--- src/rtl/mem_rr_arbiter.sv ---
// mem_rr_arbiter
// Round-robin access controller sharing one single-port SRAM (registered
// read data, one cycle of latency) among PORT_NUM valid/busy requesters.
// One SRAM access is issued per cycle. Each read result is routed back to
// the port that issued it and is held there until the consumer takes it.

module mem_rr_arbiter #(
  parameter int ADDR_WIDTH = 8,
  parameter int DATA_WIDTH = 64,
  parameter int PORT_NUM   = 2
) (
  input  logic                             clk,
  input  logic                             rst_n,
  input  logic [PORT_NUM-1:0]              req_valid,
  output logic [PORT_NUM-1:0]              req_busy,
  input  logic [PORT_NUM-1:0]              req_write,
  input  logic [PORT_NUM*ADDR_WIDTH-1:0]   req_addr,
  input  logic [PORT_NUM*DATA_WIDTH-1:0]   req_data,
  output logic [PORT_NUM-1:0]              rsp_valid,
  input  logic [PORT_NUM-1:0]              rsp_busy,
  output logic [PORT_NUM*DATA_WIDTH-1:0]   rsp_data,
  output logic [ADDR_WIDTH-1:0]            mem_addr,
  output logic [DATA_WIDTH-1:0]            mem_data,
  output logic                             mem_write_req,
  input  logic [DATA_WIDTH-1:0]            mem_q
);

  localparam int PTR_W = $clog2(PORT_NUM);
  localparam logic [PTR_W-1:0] LAST_PORT = PTR_W'(PORT_NUM - 1);
  localparam logic [PTR_W:0]   PORT_CNT  = (PTR_W + 1)'(PORT_NUM);

  // Arbitration state
  logic [PTR_W-1:0]               r_rr_ptr;

  // Read tracking: at most one SRAM read is in flight at any time
  logic [PORT_NUM-1:0]            r_rd_pend;
  logic                           r_rd_inflight;
  logic [PTR_W-1:0]               r_rd_port;

  // Per-port response registers
  logic [PORT_NUM-1:0]            r_rsp_valid;
  logic [PORT_NUM*DATA_WIDTH-1:0] r_rsp_data;

  // Combinational arbitration results
  logic [PORT_NUM-1:0]            w_eligible;
  logic [PORT_NUM-1:0]            w_grant;
  logic                           w_grant_any;
  logic [PTR_W-1:0]               w_grant_idx;
  logic                           w_grant_rd;
  logic [PTR_W:0]                 w_sum;
  logic [PTR_W-1:0]               w_scan;

  // SRAM drive and response bookkeeping
  logic [ADDR_WIDTH-1:0]          w_mem_addr;
  logic [DATA_WIDTH-1:0]          w_mem_data;
  logic                           w_mem_write;
  logic [PORT_NUM-1:0]            w_capture;
  logic [PORT_NUM-1:0]            w_rsp_xfer;

  // A write can always go; a read needs no read outstanding for the port and
  // a response slot that is empty or draining this cycle.
  always_comb begin
    w_eligible = '0;
    for (int i = 0; i < PORT_NUM; i++) begin
      w_eligible[i] = req_valid[i] &&
                      (req_write[i] ||
                       (!r_rd_pend[i] && (!r_rsp_valid[i] || !rsp_busy[i])));
    end
  end

  // First eligible port searching upward from the pointer, wrapping around
  always_comb begin
    w_grant     = '0;
    w_grant_idx = '0;
    w_grant_any = 1'b0;
    w_sum       = '0;
    w_scan      = '0;
    for (int k = 0; k < PORT_NUM; k++) begin
      w_sum = {1'b0, r_rr_ptr} + (PTR_W + 1)'(k);
      if (w_sum >= PORT_CNT) begin
        w_sum = w_sum - PORT_CNT;
      end
      w_scan = w_sum[PTR_W-1:0];
      if (!w_grant_any && w_eligible[w_scan]) begin
        w_grant[w_scan] = 1'b1;
        w_grant_idx     = w_scan;
        w_grant_any     = 1'b1;
      end
    end
  end

  // Route the granted port's request onto the SRAM; idle cycles read address 0
  always_comb begin
    w_mem_addr  = '0;
    w_mem_data  = '0;
    w_mem_write = 1'b0;
    for (int i = 0; i < PORT_NUM; i++) begin
      if (w_grant[i]) begin
        w_mem_addr  = req_addr[i*ADDR_WIDTH +: ADDR_WIDTH];
        w_mem_data  = req_data[i*DATA_WIDTH +: DATA_WIDTH];
        w_mem_write = req_write[i];
      end
    end
  end

  assign w_grant_rd = |(w_grant & ~req_write);

  // Which response slot receives mem_q this edge, and which slots drain
  always_comb begin
    w_capture = '0;
    for (int i = 0; i < PORT_NUM; i++) begin
      w_capture[i] = r_rd_inflight && (r_rd_port == PTR_W'(i));
    end
  end

  assign w_rsp_xfer = r_rsp_valid & ~rsp_busy;

  // Advance the round-robin pointer past the port just served
  always_ff @(posedge clk or negedge rst_n) begin
    if (!rst_n) begin
      r_rr_ptr <= '0;
    end else if (w_grant_any) begin
      r_rr_ptr <= (w_grant_idx == LAST_PORT) ? '0 : w_grant_idx + PTR_W'(1);
    end
  end

  // Remember which port owns the read currently in the SRAM pipeline
  always_ff @(posedge clk or negedge rst_n) begin
    if (!rst_n) begin
      r_rd_pend     <= '0;
      r_rd_inflight <= 1'b0;
      r_rd_port     <= '0;
    end else begin
      r_rd_pend     <= w_grant & ~req_write;
      r_rd_inflight <= w_grant_rd;
      if (w_grant_rd) begin
        r_rd_port <= w_grant_idx;
      end
    end
  end

  // Capture SRAM data into the owner's slot; a capture beats a drain
  always_ff @(posedge clk or negedge rst_n) begin
    if (!rst_n) begin
      r_rsp_valid <= '0;
      r_rsp_data  <= '0;
    end else begin
      for (int i = 0; i < PORT_NUM; i++) begin
        if (w_capture[i]) begin
          r_rsp_valid[i]                         <= 1'b1;
          r_rsp_data[i*DATA_WIDTH +: DATA_WIDTH] <= mem_q;
        end else if (w_rsp_xfer[i]) begin
          r_rsp_valid[i] <= 1'b0;
        end
      end
    end
  end

  assign req_busy      = req_valid & ~w_grant;
  assign rsp_valid     = r_rsp_valid;
  assign rsp_data      = r_rsp_data;
  assign mem_addr      = w_mem_addr;
  assign mem_data      = w_mem_data;
  assign mem_write_req = w_mem_write;

endmodule
--- config.mk ---
export PLATFORM = sky130hd
export DESIGN_NAME = mem_rr_arbiter
export DESIGN_NICKNAME = d
export VERILOG_FILES = /design/src/rtl/mem_rr_arbiter.sv
export SDC_FILE = /design/constraint.sdc
export NUM_CORES = 1
export LEC_CHECK = 0
export BUFFER_PORTS_ARGS = -buffer_cell sky130_fd_sc_hd__buf_2
export CAP_MARGIN = 20
export CORE_AREA = 2 2 164 166
export CTS_CLUSTER_SIZE = 10
export DETAILED_ROUTE_END_ITERATION = 10
export DIE_AREA = 0 0 166 168
export HOLD_SLACK_MARGIN = 0.1
export PLACE_DENSITY_LB_ADDON = 0.12
export SYNTH_ARGS = -nofsm -noshare
export SYNTH_HDL_FRONTEND = slang
export SYNTH_SLANG_ARGS = --single-unit
--- constraint.sdc ---
create_clock -name clk -period 2 [get_ports clk]
set_input_delay 0.4 -clock clk [delete_from_list [all_inputs] [get_ports clk]]
set_output_delay 0.4 -clock clk [all_outputs]
set_load 0.02 [all_outputs]
==> run_results.csv <==
group,metric,value,unit
critical_path,cp_top_family,"compound AO/OA/AOI/OAI gates",
floorplanning,die_x,166,um
min_path,min_path_type,"input port to register",
finish,synthToLayoutAreaGrowth,60.4,%
detailed_routing,wl_met1,8960,um
finish,final_net_count,1063,
grt,globalRouteTotalUtil,16.7,%
synth,synth.avg_cell_area,14.8,um^2
detailed_routing,dr.first_iter.drc_count,180,
critical_path,critPathMaxFanout,25,
critical_path,worstSetupPathType,"register to output port",
clock_network,clk-insertion-delay-late,0.42,ns
critical_path,cpMostUsedCell,"sky130_fd_sc_hd__buf_12",
floorplanning,die_height,168,um
grt,grt_pass1_vias,5253,
clock_network,clk_transition_reported_paths,0.06,ns
critical_path,critical-path-max-stage-delay,0.39,ns
synth,synth_nets,611,
clock_network,numClockSinks,135,
clock_network,cts_buffer_depth,2,
placement,port_buffers,420,
synth,netlist_area,5830,um^2
synth,syn_inst,395,
grt,grt_start_max_net_pins,42,
critical_path,crit_slowest_cell,"sky130_fd_sc_hd__dfrtp_1",
grt,grt_first_pass_wirelength,34500,um
sta,fin_ws,-0.365,ns
critical_path,worst_setup_path_startpoint,"rsp_valid[1]$_DFFE_PN0P_",
grt,globalRoute.totalOverflow,0,
detailed_routing,drt_wl_total,24400,um
sta,maxSlewHeadroom,72.3,%
power,irDropWorstVdd,0.692,mV
floorplanning,coreArea,26400,um^2
detailed_routing,antenna_violating_nets_post_route,0,
critical_path,critPathLaunchType,"register",
floorplanning,die_area,27900,um^2
placement,detailed_place_hpwl,19500,um
run_status,violations,"setup timing",
critical_path,critical_path_cell_sequence,"a21oi_2, o21a_1, a21oi_4, buf_12, buf_12, a22o_1, buf_6",
run,number_of_max_cap_violations,0,
power,power_per_cell_area,1540,nW/um^2
critical_path,r2r-start,"r_rd_port$_DFFE_PN0P_",
min_path,timing.hold.worst.start,"rsp_busy[0]",
placement,place_congestion,0.744,
floorplanning,io_pins,421,
clock_network,number_of_buffers_created_by_cts,17,
power,static-leakage-power,4.75,nW
sta,finalHoldViolCount,0,
critical_path,worstPathBufferInverterCount,3,
detailed_routing,drt-pass1-iter-count,5,
critical_path,crit_required,1.60,ns
finish,fin_area,9360,um^2
floorplanning,floorplan.rows,60,
sta,final-max-slew-violation-count,0,
sta,grt_setup_unrepaired,"yes",
sta,setup_viol,75,
synth,ys_warn_count,0,
detailed_routing,post_drt_via_cell_ratio,4.34,
floorplanning,initial_utilization,22.1,%
critical_path,worstPathArrival,1.96,ns
finish,fin_util,35.5,%
run_status,outcome,"finished with violations",
sta,worst-slew-pin-transition,0.415,ns
synth,synth.ff_latch_count,135,
clock_network,clock_tree.htree_level_count,4,
grt,grt_antenna_before_repair,9,
synth,proportion_of_synthesized_chip_area_in_sequential_cells,57.9,%
clock_network,tritoncts,"built",
finish,drive_gt1_share,73.0,%
detailed_routing,number_of_remaining_drc_errors,0,
clock_network,ctsRootBufferMaster,"sky130_fd_sc_hd__clkbuf_16",
sta,achievable-frequency,0.423,GHz
synth,synth.lib_cells_used.distinct,24,
critical_path,setup.worst_path.end_class,"output port",
placement,dpl_cell_area,8550,um^2
detailed_routing,route.met3.wl,1850,um
detailed_routing,topRoutingLayerUsed,"met5",
detailed_routing,routedWlPerCell,20.2,um
sta,final_min_period_over_clock_period,118,%
sta,skew,0.0101,ns
sta,min_period,2.36,ns
detailed_routing,met2RoutedLength,13100,um
detailed_routing,num_vias,5235,
-- cell families (layout without fill, tap and decap cells) --
kind of cell	Yosys count	after routing	share of synthesized area, %
AOI/OAI and AO/OA	87	87	12.6
DFF	135	135	57.9
muxes	128	128	24.7
and+or+nand+nor	14	14	1.22
buffers and inverters	31	496	3.56
other	0	4	0
-- worst paths after layout --
path                                       endpoint  slack [ns]  cells after the start
max reg2reg                rsp_data[72]$_DFFE_PN0P_        0.55                      3
min in group asynchronous  rsp_data[50]$_DFFE_PN0P_        0.46                      2
max                                    mem_data[13]       -0.36                      7
max in group asynchronous  rsp_data[98]$_DFFE_PN0P_        0.97                      3
min                        rsp_valid[0]$_DFFE_PN0P_        0.22                      3
min reg2reg                rsp_data[64]$_DFFE_PN0P_        0.50                      1
-- where the power goes --
group | internal (mW) | switching, mW
clock network | 1.78 | 1.30
registers | 4.09 | 0.621
logic | 2.80 | 3.87
-- layer usage --
metal	vias to the layer above	GRT usage, %
li1	2393	-
met1	2561	18.2
met2	247	31.0
met3	30	5.45
met4	4	4.39
met5	-	0
-- cell usage after synthesis --
| master | count | area, um^2 |
|---|---|---|
| sky130_fd_sc_hd__a22o_1 | 72 | 631 |
| sky130_fd_sc_hd__nor2_1 | 2 | 7.51 |
| sky130_fd_sc_hd__buf_2 | 16 | 80.1 |
| sky130_fd_sc_hd__mux2_2 | 128 | 1440 |
| sky130_fd_sc_hd__o21ai_0 | 2 | 10.0 |
| sky130_fd_sc_hd__o211a_1 | 1 | 10.0 |
| sky130_fd_sc_hd__buf_4 | 7 | 52.6 |
| sky130_fd_sc_hd__inv_1 | 2 | 7.51 |
| sky130_fd_sc_hd__a21oi_1 | 3 | 15.0 |
| sky130_fd_sc_hd__nand2_1 | 6 | 22.5 |
| sky130_fd_sc_hd__nand3_1 | 1 | 5.00 |
| sky130_fd_sc_hd__nand2b_1 | 1 | 6.26 |
| sky130_fd_sc_hd__nor2_4 | 1 | 11.3 |
| sky130_fd_sc_hd__o21a_1 | 1 | 7.51 |
| sky130_fd_sc_hd__o211ai_1 | 1 | 7.51 |
| sky130_fd_sc_hd__dfrtp_1 | 135 | 3380 |
| sky130_fd_sc_hd__a21boi_0 | 1 | 7.51 |
| sky130_fd_sc_hd__a21oi_2 | 2 | 17.5 |
| sky130_fd_sc_hd__o22a_1 | 1 | 8.76 |
| sky130_fd_sc_hd__and2_1 | 2 | 12.5 |
| sky130_fd_sc_hd__o2bb2ai_1 | 1 | 8.76 |
| sky130_fd_sc_hd__o21ai_1 | 2 | 10.0 |
| sky130_fd_sc_hd__nor2b_1 | 1 | 6.26 |
| sky130_fd_sc_hd__buf_6 | 6 | 67.6 |
-- placed cells by master, fill, tap and decap left out, types with 4 or more instances in the layout --
cell / n
sky130_fd_sc_hd__buf_12: 11
sky130_fd_sc_hd__a22o_1: 72
sky130_fd_sc_hd__dfrtp_1: 135
sky130_fd_sc_hd__buf_4: 28
sky130_fd_sc_hd__clkbuf_16: 18
sky130_fd_sc_hd__mux2_2: 128
sky130_fd_sc_hd__inv_6: 6
sky130_fd_sc_hd__nand2_1: 5
sky130_fd_sc_hd__buf_2: 404
sky130_fd_sc_hd__diode_2: 4
sky130_fd_sc_hd__buf_6: 17
-- worst min-delay path: stages --
cell                      delay (ns)
sky130_fd_sc_hd__buf_2          0.11
sky130_fd_sc_hd__nand2_1        0.05
sky130_fd_sc_hd__nand2_1        0.04
-- metrics by stage --
stage                     cells  hold WS (ns)  setup slack [ns]  setup TNS [ns]  power (mW)
after floorplan             395         0.104             0.164               0        8.66
after global placement     1159         0.357            -0.106           -3.23        11.3
after detailed placement   1159         0.353            -0.106           -3.45        11.4
after CTS                  1196         0.192            -0.381          -24.35        14.6
after global routing       1203         0.203            -0.440          -28.94        15.3
final                      1205         0.218            -0.365          -23.12        14.5
-- registers in the layout (all words and copies together), names as in the netlist --
register       count
rsp_valid          2
r_rr_ptr           1
r_rd_port          1
rsp_data         128
r_rd_inflight      1
r_rd_pend          2
-- final cells by class --
cell class	count	area [um^2]
timing repair buffer	462	2680
multi-input combinational	229	2280
inverter	2	7.51
clock inverter	14	139
tap	341	427
clock buffer	18	439
sequential	135	3380
antenna	4	10.0
fill	2676	17000
-- what timing repair did --
action / in CTS / in global routing
setup endpoints to repair: 74 / 75
resized for setup: 28 / 8
buffers inserted: 4 / 3
pin swaps: 7 / 3
endpoints found under the hold margin: 36 / 0
cloned: 0 / 2
hold buffers: 1 / 0
(Power assumes the default switching activity.)
